[src/rtl/ubi_stream_decoder_pkg.sv]
// Shared types and derived constants for the windowed bipolar decoder.
// Window length and saturation limits are functions of BITWIDTH.
package ubi_stream_decoder_pkg;

    typedef enum logic {
        IDLE = 1'b0,
        RUN  = 1'b1
    } state_e;

    // Window length N = 2^bw enabled bits
    function automatic int winLen(input int bw);
        return 1 << bw;
    endfunction

    // Bipolar zero point 2^(bw-1)
    function automatic int halfOf(input int bw);
        return 1 << (bw - 1);
    endfunction

    function automatic int satMax(input int bw);
        return (1 << (bw - 1)) - 1;
    endfunction

    function automatic int satMin(input int bw);
        return -(1 << (bw - 1));
    endfunction

endpackage

[src/rtl/ubi_stream_decoder_ones_counter.sv]
// Per-lane ones counter with bipolar subtract-and-saturate output.
// oDec reflects the count including the bit sampled this cycle.
module ubi_ones_counter
    import ubi_stream_decoder_pkg::*;
#(
    parameter int BITWIDTH = 8
) (
    input  logic              iClk,
    input  logic              iRstN,
    input  logic              iClr,
    input  logic              iInc,
    input  logic              iDone,
    output logic [BITWIDTH:0] oVal,
    output logic [BITWIDTH-1:0] oDec
);

    localparam logic [BITWIDTH:0] FULL =
        (BITWIDTH + 1)'(winLen(BITWIDTH));
    localparam logic [BITWIDTH-1:0] HALF =
        BITWIDTH'(halfOf(BITWIDTH));
    localparam logic [BITWIDTH-1:0] SMAX =
        BITWIDTH'(satMax(BITWIDTH));

    logic [BITWIDTH:0]   finalCnt;
    logic [BITWIDTH-1:0] diff;

    // Final count folds in the current bit so the last sample is decoded
    always_comb begin
        finalCnt = oVal + {{BITWIDTH{1'b0}}, iInc};
        diff     = finalCnt[BITWIDTH-1:0] - HALF;
        oDec     = (finalCnt == FULL) ? SMAX : diff;
    end

    // Count enabled ones; window end or clear restarts from zero
    always_ff @(posedge iClk or negedge iRstN) begin
        if (!iRstN) begin
            oVal <= '0;
        end else if (iClr || iDone) begin
            oVal <= '0;
        end else if (iInc) begin
            oVal <= oVal + 1'b1;
        end
    end

endmodule

[src/rtl/ubi_stream_decoder.sv]
// Windowed bipolar unary-to-binary decoder over LANES streams.
// Shared window counter and FSM; one ones counter per lane.
module ubi_stream_decoder
    import ubi_stream_decoder_pkg::*;
#(
    parameter int BITWIDTH   = 8,
    parameter int LANES      = 4,
    parameter int CONTINUOUS = 0
) (
    input  logic                      iClk,
    input  logic                      iRstN,
    input  logic                      iClr,
    input  logic                      iStart,
    input  logic                      iEn,
    input  logic [LANES-1:0]          iBits,
    output logic [LANES*BITWIDTH-1:0] oVal,
    output logic                      oValid,
    output logic                      oBusy
);

    localparam logic [BITWIDTH:0] LAST =
        (BITWIDTH + 1)'(winLen(BITWIDTH) - 1);

    state_e                    state;
    logic [BITWIDTH:0]         winCnt;
    logic                      open;
    logic                      sample;
    logic                      lastBit;
    logic [LANES*BITWIDTH-1:0] decAll;
    logic [BITWIDTH:0]         unusedLaneCnt [LANES];

    // The iStart cycle is already slot 0 of the window
    always_comb begin
        open    = (state == RUN) || iStart;
        sample  = open && iEn && !iClr;
        lastBit = sample && (winCnt == LAST);
    end

    // Window position; the Nth enabled bit closes the window
    always_ff @(posedge iClk or negedge iRstN) begin
        if (!iRstN) begin
            winCnt <= '0;
        end else if (iClr || lastBit) begin
            winCnt <= '0;
        end else if (sample) begin
            winCnt <= winCnt + 1'b1;
        end
    end

    for (genvar k = 0; k < LANES; k++) begin : gLane
        ubi_ones_counter #(
            .BITWIDTH(BITWIDTH)
        ) uCnt (
            .iClk  (iClk),
            .iRstN (iRstN),
            .iClr  (iClr),
            .iInc  (sample && iBits[k]),
            .iDone (lastBit),
            .oVal  (unusedLaneCnt[k]),
            .oDec  (decAll[k*BITWIDTH +: BITWIDTH])
        );
    end

    // Control FSM; results latched as a whole at window end
    always_ff @(posedge iClk or negedge iRstN) begin
        if (!iRstN) begin
            state  <= IDLE;
            oBusy  <= 1'b0;
            oValid <= 1'b0;
            oVal   <= '0;
        end else begin
            oValid <= 1'b0;
            if (iClr) begin
                state <= IDLE;
                oBusy <= 1'b0;
            end else begin
                unique case (state)
                    IDLE: begin
                        if (iStart) begin
                            state <= RUN;
                            oBusy <= 1'b1;
                        end
                    end
                    RUN: begin
                    end
                endcase
                if (lastBit) begin
                    oVal   <= decAll;
                    oValid <= 1'b1;
                    if (CONTINUOUS == 0) begin
                        state <= IDLE;
                        oBusy <= 1'b0;
                    end
                end
            end
        end
    end

endmodule

[config.mk]
export PLATFORM = sky130hd
export DESIGN_NAME = ubi_stream_decoder
export DESIGN_NICKNAME = d
export VERILOG_FILES = /design/src/rtl/ubi_stream_decoder_pkg.sv /design/src/rtl/ubi_stream_decoder_ones_counter.sv /design/src/rtl/ubi_stream_decoder.sv
export SDC_FILE = /design/constraint.sdc
export NUM_CORES = 1
export LEC_CHECK = 0
export CORE_ASPECT_RATIO = 1.25
export CORE_MARGIN = 8
export CORE_UTILIZATION = 39
export DETAILED_ROUTE_END_ITERATION = 10
export DONT_BUFFER_PORTS = 1
export PLACE_DENSITY = 0.62
export SYNTH_ARGS = -nofsm -noshare
export SYNTH_HDL_FRONTEND = slang
export SYNTH_SLANG_ARGS = --single-unit
[constraint.sdc]
create_clock -name iClk -period 7.8 [get_ports iClk]
set_input_delay 0.39 -clock iClk [delete_from_list [all_inputs] [get_ports iClk]]
set_output_delay 0.39 -clock iClk [all_outputs]
set_load 0.03 [all_outputs]
==> flow_metrics.env <==
export IMPL_hold_viol=0
export IMPL_synthSimpleGateAreaFrac=0.229
export IMPL_die_area_mm2=0.0150
export IMPL_port_buffers=0
export IMPL_grt_setup_unrepaired="no"
export IMPL_crit_buf_inv=1
export IMPL_synth_edff_count=0
export IMPL_route_vias_total=3240
export IMPL_rrSetupSlack_ns=4.78
export IMPL_start_kind="flip-flop"
export IMPL_firstDrtPassIters=4
export IMPL_fp_row_count=43
export IMPL_required_ns=8.04
export IMPL_synth_seq_cells=80
export IMPL_critPathSlowestCell="inv_2"
export IMPL_r2r_start="winCnt[0]"
export IMPL_r2r_cells=8
export IMPL_synth_xor_area_frac=0.129
export IMPL_clk_pin_slew_ns=0.06
export IMPL_worst_pin_slew_ns=0.799
export IMPL_clock_sinks=80
export IMPL_grt_pass1_vias=3163
export IMPL_synth_top_family_by_area="simple AND/OR/NAND/NOR gates"
export IMPL_hold_start="iClr"
export IMPL_synth_adder_area_share=0.0397
export IMPL_drtIter0Drc=208
export IMPL_finish_utilization=0.430
export IMPL_post_route_min_period_ns=3.02
export IMPL_h_tree_depth=3
export IMPL_hold_end="gLane[1].uCnt.oVal[0]"
export IMPL_synthArstFlopShare=1.00
export IMPL_synth_distinct_cells=53
export IMPL_wl_per_cell_um=14.8
export IMPL_cp_top_family="simple AND/OR/NAND/NOR gates"
export IMPL_synth_mux_area_frac=0.00227
export IMPL_grtUsageTotal=0.127
export IMPL_fin_nets=489
export IMPL_max_freq_mhz=331
export IMPL_synth_compound_area_frac=0.104
export IMPL_cts_tree="yes"
export IMPL_ir_worst_vdd_mv=0.0794
export IMPL_synth_warnings=0
export IMPL_cap_violations=0
export IMPL_drt_total_wl_mm=8.95
export IMPL_dp_hpwl_mm=6.28
export IMPL_cp_arrival_ns=3.26
export IMPL_leakagePower_nw=2.10
export IMPL_slew_limit_headroom=0.467
export IMPL_status="completed"
export IMPL_layout_worst_path_cycle_share=0.388
export IMPL_grt_overflow_total=0
export IMPL_skew_ns=0.00630
export IMPL_syn_inst=480
export IMPL_grt_max_degree=81
export IMPL_crit_fanout=42
export IMPL_path_class="flip-flop to flip-flop"
export IMPL_finalSetupViolations=0
export IMPL_nFillCells=1083
export IMPL_hold_class="primary input to flip-flop"
export IMPL_grt_pass1_wl_mm=15.6
export IMPL_drcViolationCount=0
export IMPL_synth_ff_type="dfrtp_1"
export IMPL_critPathMaxStageDelay_ns=0.69
export IMPL_crit_path_end_kind="flip-flop"
export IMPL_fp_dieW_um=111
export IMPL_synth_area_mm2=0.00441
export IMPL_antenna_found_initial=0
export IMPL_crit_chain="ha_1 -> and3_1 -> and3_1 -> ha_1 -> nand3_2 -> inv_2 -> nor3_1 -> a31o_2"
export IMPL_clockRootBuffer="clkbuf_16"
export IMPL_drtAntennaViolNets=0
export IMPL_seq_area_frac_synth=0.454
export IMPL_postCtsSetupBuffers=0
export IMPL_synth_fp_nets=503
export IMPL_fin_tns_setup_ns=0
export IMPL_start_util=0.398
export IMPL_ios=43
export IMPL_antenna_cells=0
export IMPL_place_gp_congestion=0.826
export IMPL_core_mm2=0.0111
export IMPL_layout_drive_gt1_share=0.0701
export IMPL_reg2reg_to="gLane[3].uCnt.oVal[0]"
export IMPL_clockBufferDepth=2
export IMPL_syn_area_per_cell_um2=9.18
export IMPL_die_y_um=135
export IMPL_power_density_mw_per_mm2=179
export IMPL_via_per_inst=5.35
export IMPL_clk_latency_ns=0.34
export IMPL_syn_to_final_growth_pct=8.12
export IMPL_slew_viol_final=0
export IMPL_min_path_cells=1
export IMPL_cts_buffers=9
[power by group]
group          leakage (nW)  switching [mW]  internal (mW)
sequential             1.11         0.00500          0.419
clock                 0.141           0.164          0.231
combinational         0.851          0.0244         0.0107
[through the flow]
stage          power [mW]  cells  cell area (um2)  hold slack, ns  setup WS (ns)
5_1_grt             0.889    606             4770          0.0997           4.42
4_1_cts             0.867    606             4770           0.100           4.71
3_3_place_gp        0.456    588             4440          0.0984           4.83
2_1_floorplan       0.452    480             4410          0.0944           5.24
3_5_place_dp        0.457    588             4440          0.0982           4.72
6_report            0.854    606             4770           0.110           4.78
[per-layer routing]
| metal | vias to the layer above | wire (um) | GRT usage |
|---|---|---|---|
| met5 | - | 0 | 0 |
| met4 | 0 | 235 | 0.0780 |
| met3 | 16 | 549 | 0.0395 |
| met2 | 48 | 4380 | 0.209 |
| met1 | 1555 | 3790 | 0.141 |
| li1 | 1621 | - | - |
[placed cells by master, fill, tap and decap left out, types with 2 or more instances in the layout]
cell type  instances
dfrtp_1           80
nor2_1            74
nand2_1           48
nand3_1           43
xnor2_1           35
xor2_1            30
a21oi_1           17
ha_1              14
nor3_1            11
inv_1             10
o211ai_1          10
clkbuf_16          9
and3_1             8
nand4_1            7
o21ai_0            6
a31oi_1            6
a211oi_1           5
nor4_1             4
nand3_2            3
and2_1             3
clkinv_2           3
o21a_1             2
nand4_2            2
a211oi_2           2
a22oi_1            2
nand3b_1           2
nand2b_1           2
or3_1              2
a32o_1             2
a31o_2             2
clkbuf_8           2
[synth_stat cells, types with 3 or more instances]
cell / n / area (um2)
o211ai_1: 10 / 75.1
o21ai_0: 6 / 30.0
nor2_1: 74 / 278
a31oi_1: 6 / 37.5
buf_2: 16 / 80.1
nor3_1: 11 / 55.1
nand3_2: 3 / 30.0
inv_1: 10 / 37.5
ha_1: 14 / 175
a21oi_1: 17 / 85.1
nor4_1: 4 / 25.0
dfrtp_1: 80 / 2000
nand3_1: 43 / 215
and2_1: 3 / 18.8
xnor2_1: 35 / 307
and3_1: 8 / 50.1
buf_1: 4 / 15.0
nand4_1: 7 / 43.8
a211oi_1: 5 / 37.5
clkbuf_1: 5 / 18.8
nand2_1: 48 / 180
xor2_1: 30 / 263
[how the worst max path moves through the flow]
stage | start | to | depth (start not counted)
final | winCnt[0] | gLane[3].uCnt.oVal[0] | 8
after global routing | winCnt[0] | oVal[31] | 8
after CTS | winCnt[0] | gLane[3].uCnt.oVal[0] | 8
after detailed placement | winCnt[0] | gLane[2].uCnt.oVal[0] | 8
after global placement | winCnt[0] | gLane[2].uCnt.oVal[0] | 8
after floorplan | iClr | oVal[23] | 11
[sequential cells by signal (all words and copies together) (netlist names)]
register and flops:
gLane.uCnt.oVal 36, oVal 32, winCnt 9, oBusy 1, oValid 1, state 1
[worst register-to-register path, cell delays in order (launching register included)]
cell	delay [ns]
dfrtp_1	0.39
ha_1	0.22
and3_1	0.16
and3_1	0.15
ha_1	0.30
nand3_2	0.67
inv_2	0.70
nor3_1	0.10
a31o_2	0.23
[final cells by class]
type                            count  area, um2  share of cell area
Sequential cell                    80       2000               0.420
Inverter                           12       45.0             0.00945
Multi-Input combinational cell    360       2220               0.466
Clock buffer                       11        253              0.0530
Timing Repair Buffer                3       45.0             0.00945
Clock inverter                      5       31.3             0.00656
Tap cell                          135        169              0.0354
[kinds of logic after synthesis]
group / count (synthesis)
compound gates: 66
simple gates: 214
fa+ha+maj: 14
buf+inv: 40
flops: 80
xor+xnor: 65
mux: 1
[timing repair]
action	4_1_cts	5_1_grt
hold endpoints to repair	80	0
resized for setup	0	0
hold buffers	2	0
(Power assumes the default switching activity.)
